--- src/rtl/decode_pkg.sv ---
`default_nettype none
// ============================================================================
//  Module   : decode_pkg
//  Brief    : Opcode constants and class helpers for the issue scoreboard.
//  Revision : 1.0  initial release
// ============================================================================
package decode_pkg;

  localparam logic [3:0] OP_NOP    = 4'h0;
  localparam logic [3:0] OP_MUL    = 4'h8;
  localparam logic [3:0] OP_LOAD   = 4'h9;
  localparam logic [3:0] OP_STORE  = 4'hA;
  localparam logic [3:0] OP_BRANCH = 4'hC;

  function automatic logic op_writes_rd(input logic [3:0] opc);
    return !(opc == OP_NOP || opc == OP_STORE || opc == OP_BRANCH);
  endfunction

  function automatic logic op_reads(input logic [3:0] opc);
    return (opc != OP_NOP);
  endfunction

  // Non-writing classes report 0; undecoded values fall into the ALU class.
  function automatic int op_latency(input logic [3:0] opc,
                                    input int alu_lat  = 1,
                                    input int load_lat = 2,
                                    input int mul_lat  = 3);
    if (!op_writes_rd(opc)) return 0;
    if (opc == OP_MUL)      return mul_lat;
    if (opc == OP_LOAD)     return load_lat;
    return alu_lat;
  endfunction

endpackage
`default_nettype wire

--- src/rtl/scoreboard_entry.sv ---
`default_nettype none
// ============================================================================
//  Module   : scoreboard_entry
//  Brief    : Per-register in-flight write countdown with busy / RAW-busy flags.
//  Revision : 1.0  initial release
// ============================================================================
module scoreboard_entry #(
  parameter int LAT_W = 3
) (
  input  logic             clk,
  input  logic             reset_n,
  input  logic             load,
  input  logic [LAT_W-1:0] load_val,
  input  logic             fwd_ok,
  output logic             busy,
  output logic             raw_busy
);

  logic [LAT_W-1:0] r_cnt;

  // A new writer overrides the running countdown.
  always_ff @(posedge clk or negedge reset_n) begin
    if (!reset_n)             r_cnt <= '0;
    else if (load)            r_cnt <= load_val;
    else if (r_cnt != '0)     r_cnt <= r_cnt - 1'b1;
  end

  assign busy     = (r_cnt != '0);
  assign raw_busy = fwd_ok ? (r_cnt > LAT_W'(1)) : busy;

endmodule
`default_nettype wire

--- src/rtl/issue_scoreboard_ctrl.sv ---
`default_nettype none
// ============================================================================
//  Module   : issue_scoreboard_ctrl
//  Brief    : Dual-issue hazard controller; optional macro DECODE_FWD_EN lets
//             RAW checks ignore a counter of 1 (result forwarded).
//  Revision : 1.0  initial release
// ============================================================================
module issue_scoreboard_ctrl
  import decode_pkg::*;
#(
  parameter int NUM_REGS = 8,
  parameter int LAT_W    = 3,
  parameter int ALU_LAT  = 1,
  parameter int LOAD_LAT = 2,
  parameter int MUL_LAT  = 3,
  localparam int RW      = (NUM_REGS > 1) ? $clog2(NUM_REGS) : 1
) (
  input  logic                clk,
  input  logic                reset_n,
  input  logic                is_branch_taken,
  input  logic                vld0,
  input  logic                vld1,
  input  logic [3:0]          opc0,
  input  logic [3:0]          opc1,
  input  logic                imm0,
  input  logic                imm1,
  input  logic [RW-1:0]       rd0,
  input  logic [RW-1:0]       rs1_0,
  input  logic [RW-1:0]       rs2_0,
  input  logic [RW-1:0]       rd1,
  input  logic [RW-1:0]       rs1_1,
  input  logic [RW-1:0]       rs2_1,
  output logic                issue0,
  output logic                issue1,
  output logic                stall,
  output logic [NUM_REGS-1:0] busy_vec
);

  logic                w_fwd_ok;
  logic [NUM_REGS-1:0] w_busy;
  logic [NUM_REGS-1:0] w_raw_busy;
  logic                w_wr0, w_wr1, w_rd_0, w_rd_1;
  logic                w_haz0, w_haz1, w_pair;
  logic [LAT_W-1:0]    w_lat0, w_lat1;

`ifdef DECODE_FWD_EN
  assign w_fwd_ok = 1'b1;
`else
  assign w_fwd_ok = 1'b0;
`endif

  assign w_wr0  = op_writes_rd(opc0);
  assign w_wr1  = op_writes_rd(opc1);
  assign w_rd_0 = op_reads(opc0);
  assign w_rd_1 = op_reads(opc1);
  assign w_lat0 = LAT_W'(op_latency(opc0, ALU_LAT, LOAD_LAT, MUL_LAT));
  assign w_lat1 = LAT_W'(op_latency(opc1, ALU_LAT, LOAD_LAT, MUL_LAT));

  assign w_haz0 = (w_rd_0 & (w_raw_busy[rs1_0] | (!imm0 & w_raw_busy[rs2_0])))
                | (w_wr0 & w_busy[rd0]);
  assign w_haz1 = (w_rd_1 & (w_raw_busy[rs1_1] | (!imm1 & w_raw_busy[rs2_1])))
                | (w_wr1 & w_busy[rd1]);

  // Intra-pair dependency on lane 0's result, or two branches for one unit.
  assign w_pair = (w_wr0 & ((w_rd_1 & ((rd0 == rs1_1) | (!imm1 & (rd0 == rs2_1))))
                          | (w_wr1 & (rd0 == rd1))))
                | ((opc0 == OP_BRANCH) & (opc1 == OP_BRANCH));

  assign issue0 = reset_n & vld0 & !is_branch_taken & !w_haz0;
  assign issue1 = issue0 & vld1 & !w_haz1 & !w_pair;
  assign stall  = reset_n & !is_branch_taken & ((vld0 & !issue0) | (vld1 & !issue1));

  for (genvar r = 0; r < NUM_REGS; r++) begin : g_entry
    logic w_ld0, w_ld1;
    assign w_ld0 = issue0 & w_wr0 & (rd0 == RW'(r));
    assign w_ld1 = issue1 & w_wr1 & (rd1 == RW'(r));

    scoreboard_entry #(.LAT_W(LAT_W)) u_entry (
      .clk      (clk),
      .reset_n  (reset_n),
      .load     (w_ld0 | w_ld1),
      .load_val (w_ld0 ? w_lat0 : w_lat1),
      .fwd_ok   (w_fwd_ok),
      .busy     (w_busy[r]),
      .raw_busy (w_raw_busy[r])
    );
  end

  assign busy_vec = w_busy;

endmodule
`default_nettype wire

--- config.mk ---
export PLATFORM = sky130hd
export DESIGN_NAME = issue_scoreboard_ctrl
export DESIGN_NICKNAME = d
export VERILOG_FILES = /design/src/rtl/decode_pkg.sv /design/src/rtl/scoreboard_entry.sv /design/src/rtl/issue_scoreboard_ctrl.sv
export SDC_FILE = /design/constraint.sdc
export NUM_CORES = 1
export LEC_CHECK = 0
export BUFFER_PORTS_ARGS = -buffer_cell sky130_fd_sc_hd__buf_4
export CAP_MARGIN = 20
export CORE_UTILIZATION = 58
export CTS_CLUSTER_DIAMETER = 50
export DETAILED_ROUTE_END_ITERATION = 16
export HOLD_SLACK_MARGIN = 0.15
export PLACE_DENSITY = 0.89
export SKIP_LAST_GASP = 1
export SYNTH_ARGS = -nofsm -noshare
export SYNTH_HDL_FRONTEND = slang
export SYNTH_SLANG_ARGS = --single-unit
export TNS_END_PERCENT = 20
--- constraint.sdc ---
create_clock -name clk -period 3.9 [get_ports clk]
set_input_delay 0.39 -clock clk [delete_from_list [all_inputs] [get_ports clk]]
set_output_delay 0.39 -clock clk [all_outputs]
set_load 0.03 [all_outputs]
==> Word level (Yosys, flattened, before mapping) <==
Index checks and enable logic that the tools add are counted.
{ "word_totals": {"ff_bits": 24, "output_inout_bits": 11} }
{ "classes": {"add_sub_neg": 8, "n_lt_le_gt_ge": 6, "eq_ne": 25, "muxes": 58, "n_bitwise": 55, "n_reduce_logical": 36} }
{ "op_table": {"columns": ["op", "count"], "rows": [
  ["3-bit 2-to-1 mux", 30],
  ["1-bit bitwise AND", 39],
  ["4-bit equality test, second input constant", 8],
  ["3-bit equality test, second input constant", 8],
  ["3-bit by 4-bit < comparator with 1-bit output, second input constant", 6],
  ["3-bit nonzero test", 8],
  ["3-bit by 1-bit subtractor with 3-bit output, second input constant", 8],
  ["1-bit binary-select mux with 3-bit select", 6],
  ["1-bit 2-to-1 mux", 18],
  ["1-bit bitwise OR", 16],
  ["2-bit nonzero test", 8],
  ["3-bit by 2-bit equality test with 1-bit output, second input constant", 4],
  ["1-bit logical NOT", 10],
  ["3-bit equality test", 3],
  ["4-bit logical NOT", 2],
  ["2-bit 2-to-1 mux", 4],
  ["4-bit nonzero test", 2],
  ["3-bit by 1-bit equality test with 1-bit output, second input constant", 2],
  ["3-bit logical NOT", 2],
  ["1-bit logical OR", 4]
]} }

==> Longest topological paths before layout <==
{ "depth": {"depth_word": 16, "mapped_depth": 13} }

==> Hierarchy <==
From an unflattened synthesis, not the netlist that was laid out.
{ "unflattened": {"cells_unflattened": 352, "hier_area_um2": 3104.2} }
{ "by_module_without_submodules": {"columns": ["module", "n_inst", "cells_per_inst", "area_each_um2"], "rows": [
  ["issue_scoreboard_ctrl", 1, 160, 1246.2],
  ["scoreboard_entry (g_entry[3].u_entry ...)", 5, 24, 232.7],
  ["scoreboard_entry (g_entry[0].u_entry ...)", 3, 24, 231.5]
]} }

==> Worst setup path after synthesis <==
No wires, ideal clock.
{ "synth_path": {"path_kind": "register -> output", "from": "reg g_entry[3].u_entry.r_cnt[0]", "to": "out issue1", "arrival_ps": 2713, "t_required_ps": 3510, "slack_ps": 797, "stages_incl_launch_ff": 11, "cell_sequence": "dfrtp_1 -> inv_1 -> ha_1 -> nor2b_4 -> inv_2 -> mux4_2 -> mux2i_1 -> nor2_1 -> or3_4 -> buf_6 -> nor3_1"} }
{ "synth_between": {"elab_chain_cells": 12} }
{ "synth_lines": {"columns": ["element", "line", "source"], "rows": [
  ["start, declared", "scoreboard_entry.sv:19", "logic [LAT_W-1:0] r_cnt;"],
  ["start signal, assigned", "scoreboard_entry.sv:24", "else if (load) r_cnt <= load_val;"],
  ["start signal, assigned", "scoreboard_entry.sv:25", "else if (r_cnt != '0) r_cnt <= r_cnt - 1'b1;"],
  ["3-bit nonzero test (*)", "scoreboard_entry.sv:28", "assign busy = (r_cnt != '0);"],
  ["via g_entry[3].u_entry.busy", "scoreboard_entry.sv:15", "output logic busy,"],
  ["1-bit binary-select mux with 3-bit select", "issue_scoreboard_ctrl.sv:59", "assign w_haz0 = (w_rd_0 & (w_raw_busy[rs1_0] | (!imm0 & w_raw_busy[rs2_0])))"],
  ["1-bit 2-to-1 mux (not written as such)", "issue_scoreboard_ctrl.sv:59", null],
  ["1-bit bitwise AND", "issue_scoreboard_ctrl.sv:59", null],
  ["1-bit bitwise OR", "issue_scoreboard_ctrl.sv:59", null],
  ["1-bit bitwise AND", "issue_scoreboard_ctrl.sv:59", null],
  ["1-bit bitwise OR", "issue_scoreboard_ctrl.sv:60", "| (w_wr0 & w_busy[rd0]);"],
  ["1-bit logical NOT", "issue_scoreboard_ctrl.sv:69", "assign issue0 = reset_n & vld0 & !is_branch_taken & !w_haz0;"],
  ["1-bit bitwise AND", "issue_scoreboard_ctrl.sv:69", null],
  ["1-bit bitwise AND", "issue_scoreboard_ctrl.sv:70", "assign issue1 = issue0 & vld1 & !w_haz1 & !w_pair;"],
  ["1-bit bitwise AND (*) (2 in a row)", "issue_scoreboard_ctrl.sv:70", null],
  ["end, declared", "issue_scoreboard_ctrl.sv:34", "output logic issue1,"]
]} }
The timed path passes the listed nets; every way through them passes the cells marked *. The select of a mux whose other input is x is not followed.

==> Worst setup path in the final report <==
{ "layout_path": {"from": "reg g_entry[3].u_entry.r_cnt[0]", "to": "out stall"} }
{ "layout_between": {"elab_chain_cells": 16} }
{ "layout_lines": {"columns": ["element", "line", "source"], "rows": [
  ["3-bit nonzero test (*)", "scoreboard_entry.sv:28", null],
  ["1-bit binary-select mux with 3-bit select", "issue_scoreboard_ctrl.sv:59", null],
  ["1-bit 2-to-1 mux (not written as such)", "issue_scoreboard_ctrl.sv:59", null],
  ["1-bit bitwise AND", "issue_scoreboard_ctrl.sv:59", null],
  ["1-bit bitwise OR", "issue_scoreboard_ctrl.sv:59", null],
  ["1-bit bitwise AND", "issue_scoreboard_ctrl.sv:59", null],
  ["1-bit bitwise OR", "issue_scoreboard_ctrl.sv:60", null],
  ["1-bit logical NOT", "issue_scoreboard_ctrl.sv:69", null],
  ["1-bit bitwise AND", "issue_scoreboard_ctrl.sv:69", null],
  ["1-bit bitwise AND (3 in a row)", "issue_scoreboard_ctrl.sv:70", null],
  ["1-bit logical NOT", "issue_scoreboard_ctrl.sv:71", "assign stall = reset_n & !is_branch_taken & ((vld0 & !issue0) | (vld1 & !issue1));"],
  ["1-bit bitwise AND", "issue_scoreboard_ctrl.sv:71", null],
  ["1-bit bitwise OR (*)", "issue_scoreboard_ctrl.sv:71", null],
  ["1-bit bitwise AND (*)", "issue_scoreboard_ctrl.sv:71", null],
  ["end, declared", "issue_scoreboard_ctrl.sv:35", "output logic stall,"]
]} }
Mark *: on every way between the ends. The rest lies on a longest branch, timed or not. The select of a mux whose other input is x is not followed.

==> results.yml <==
global_route:
  grt_pass1_vias: 2125
  grt_first_pass_wirelength_mm: 9.694
  grt_antenna_before_repair: 0
  grt_overflow: 0
  grt_usage: 0.2510
  grt_max_degree: 26
floorplanning:
  die_y_um: 69.87
  initial_core_util: 0.6093
  rows: 24
  core-area_um2: 4384
  ios: 44
  die_width_um: 69.87
  die_area_um2: 4881
setup_path:
  crit_chain: "inv_1 > ha_1 > nor2b_4 > inv_2 > mux4_1 > mux2i_1 > o22ai_1 > or3_4 > o311ai_0 > o21ai_0 > buf_4"
  required_ns: 3.51
  crit_path_start_kind: "flip-flop"
  path_max_fanout: 11
  criticalPathCategory: "flip-flop to output pin"
  arrival_ns: 3.09
  max_stage_delay_ns: 0.49
  cp-end-kind: "output pin"
  critPathSlowestCell: "mux4_1"
sta:
  relSlewSlack: 0.4721
  setup_tns_ns: 0
  holdWs_ns: 0.4918
  setup_violations: 0
  rsz0062_at_grt: "no"
  hold_viol: 0
  fin_crit_sh: 0.8912
  fin_crit_ns: 3.476
  drv_slew: 0
  max_clock_freq_mhz: 287.7
  worst_clock_skew_ns: 0.001878
  tightest_slew_ns: 0.7919
placed_design:
  finalWeightedCongestion: 0.9232
  place_inst: 331
  place_hpwl_mm: 4.592
  portBuffers: 43
logic_synthesis:
  syn-cell-area_um2: 2671
  syn-num-nets: 306
  seq_area_frac_synth: 0.2248
  syn_avg_cell_area_um2: 10.39
  synth_edf_count: 0
  ys.flop_type: "dfrtp_1"
  synth_cell_types: 53
  synthArstFlopShare: 1.000
  syn_inst: 257
  ys_seq_elements: 24
  ys_warn_count: 0
clocking:
  cts_made_buffers: 3
  post_cts_buffers: 0
  cts.path.max_buffers: 2
  tritoncts: "yes"
  insertion_delay_ns: 0.27
  root_buffer: "clkbuf_8"
  htree_levels: 1
  cts.sinks: 24
  cts.reportedPaths.clkPinSlew_ns: 0.08
finish:
  num_antenna_cells: 0
  syn2layout_area_growth_pct: 8.337
  largest_reg_flops: 24
  mostFrequentLayoutCell: "buf_4"
  final_cell_mix: "buf_4, mux2i_1, dfrtp_1"
  finalNonFillerCells: 335
  drive_above_1_share: 0.3074
  largest_register: "g_entry.u_entry.r_cnt"
  nets: 334
  reg_top3: "g_entry.u_entry.r_cnt x24"
  post-route-util: 0.6601
power_and_ir_drop:
  p_clk_frac: 0.083
  power_switching_mw: 0.7635
  leakage_nw: 1.360
  p_seq_frac: 0.256
  ir_drop_mv: 0.3408
  internal-power_mw: 1.030
  sw_frac_of_total: 0.4256
  p_total_mw: 1.794
  p_per_area_nw_per_um2: 619.9
  combPwrFrac: 0.661
run:
  drv_cap: 0
min_path:
  hold_class: "flip-flop to flip-flop"
status:
  status: "finished, final reports clean"
route:
  drtPass1Iterations: 5
  postRouteAntennaNets: 0
  wire_per_inst_um: 17.47
  drt_iter0_drc: 228
  vias: 2022
  wl_mm: 5.854
  drc: 0
  via_per_inst: 6.036
-- per-layer routing --
| metal | wire length, um | part of all wire | global-route usage |
|---|---|---|---|
| met4 | 131 | 0.022 | 0.09111 |
| met1 | 2521 | 0.43 | 0.3068 |
| met2 | 2846 | 0.49 | 0.4402 |
| met3 | 354 | 0.060 | 0.04618 |
| met5 | 0 | 0 | 0 |
-- metrics by stage --
| stage | cell area [um^2] | setup WS [ns] |
|---|---|---|
| final | 2894 | 0.4243 |
| after global routing | 2894 | 0.1228 |
| after CTS | 2894 | 0.4656 |
| after detailed placement | 2843 | 0.7476 |
| after global placement | 2843 | 0.8722 |
| after floorplan | 2671 | 0.7966 |
-- path summary, 6_finish.rpt --
path	startpoint	end	slack (ns)	cells after the start
hold reg to reg	g_entry[0].u_entry.r_cnt[2]	g_entry[0].u_entry.r_cnt[2]	0.49	1
min in group asynchronous	reset_n	g_entry[7].u_entry.r_cnt[1]	0.58	2
setup reg to reg	g_entry[3].u_entry.r_cnt[0]	g_entry[2].u_entry.r_cnt[1]	0.76	11
max in group asynchronous	reset_n	g_entry[4].u_entry.r_cnt[0]	3.07	2
setup / recovery	g_entry[3].u_entry.r_cnt[0]	stall	0.42	11
hold / removal	g_entry[0].u_entry.r_cnt[2]	g_entry[0].u_entry.r_cnt[2]	0.49	1
-- worst max-delay path: cells and delay by family, from the launching register on --
kind | cells | cell delay, ns
AOI/OAI and AO/OA | 3 | 0.58
adders and majority gates | 1 | 0.18
buffers and inverters | 3 | 0.37
DFF | 1 | 0.40
muxes | 2 | 0.65
and+or+nand+nor | 2 | 0.64
-- synthesized netlist by cell type (2+ instances only) --
cell type	number	area [um^2]
buf_6	6	67.56
and2b_2	2	17.52
xor2_1	3	26.28
nand2b_4	7	96.34
ha_1	16	200.2
nor3_1	2	10.01
mux4_2	8	180.2
clkbuf_8	4	55.05
nor2b_1	2	12.51
xnor2_1	15	131.4
or4_4	2	22.52
o21ai_0	3	15.01
nand2_1	9	33.78
nor2_1	20	75.07
nand3_1	4	20.02
or3_1	2	12.51
mux4_1	3	78.83
a21oi_1	8	40.04
mux2i_1	41	410.4
and3_1	3	18.77
nor4_1	3	18.77
mux2_2	6	67.56
buf_8	2	30.03
inv_1	18	67.56
a31oi_1	2	12.51
nor4_2	4	50.05
nand2b_1	5	31.28
dfrtp_1	24	600.6
nor3b_1	2	15.01
buf_4	8	60.06
-- repair_timing --
item | CTS | global route
hold buffers | 1 | 0
hold endpoints to repair | 24 | 0
resized for setup | 0 | 0
-- power groups by stage --
stage	Clock [mW]	Sequential [mW]	Combinational, mW
6_report	0.150	0.459	1.19
5_1_grt	0.163	0.473	1.30
4_1_cts	0.152	0.457	1.19
3_5_place_dp	0	0.461	1.18
3_3_place_gp	0	0.453	1.13
2_1_floorplan	0	0.444	1.03
-- area by class of cell --
class	instances	area [um^2]
Tap cell	52	65.06
Sequential cell	24	600.6
Multi-Input combinational cell	192	1775
Fill cell	342	1490
Timing Repair Buffer	45	340.3
Clock buffer	3	41.29
Inverter	19	71.32
-- cell families (layout without fill, tap and decap cells) --
| kind of cell | count (synthesis) | in the layout | synth area share |
|---|---|---|---|
| flip-flops | 24 | 24 | 0.2248 |
| multiplexers | 58 | 58 | 0.2759 |
| AND/OR/NAND/NOR | 80 | 80 | 0.2070 |
| XOR/XNOR | 18 | 18 | 0.05902 |
| AO/OA/AOI/OAI | 20 | 20 | 0.04778 |
| adder cells (fa/ha/maj) | 16 | 16 | 0.07494 |
| buffers and inverters | 41 | 67 | 0.1105 |
(Power assumes the default switching activity.)
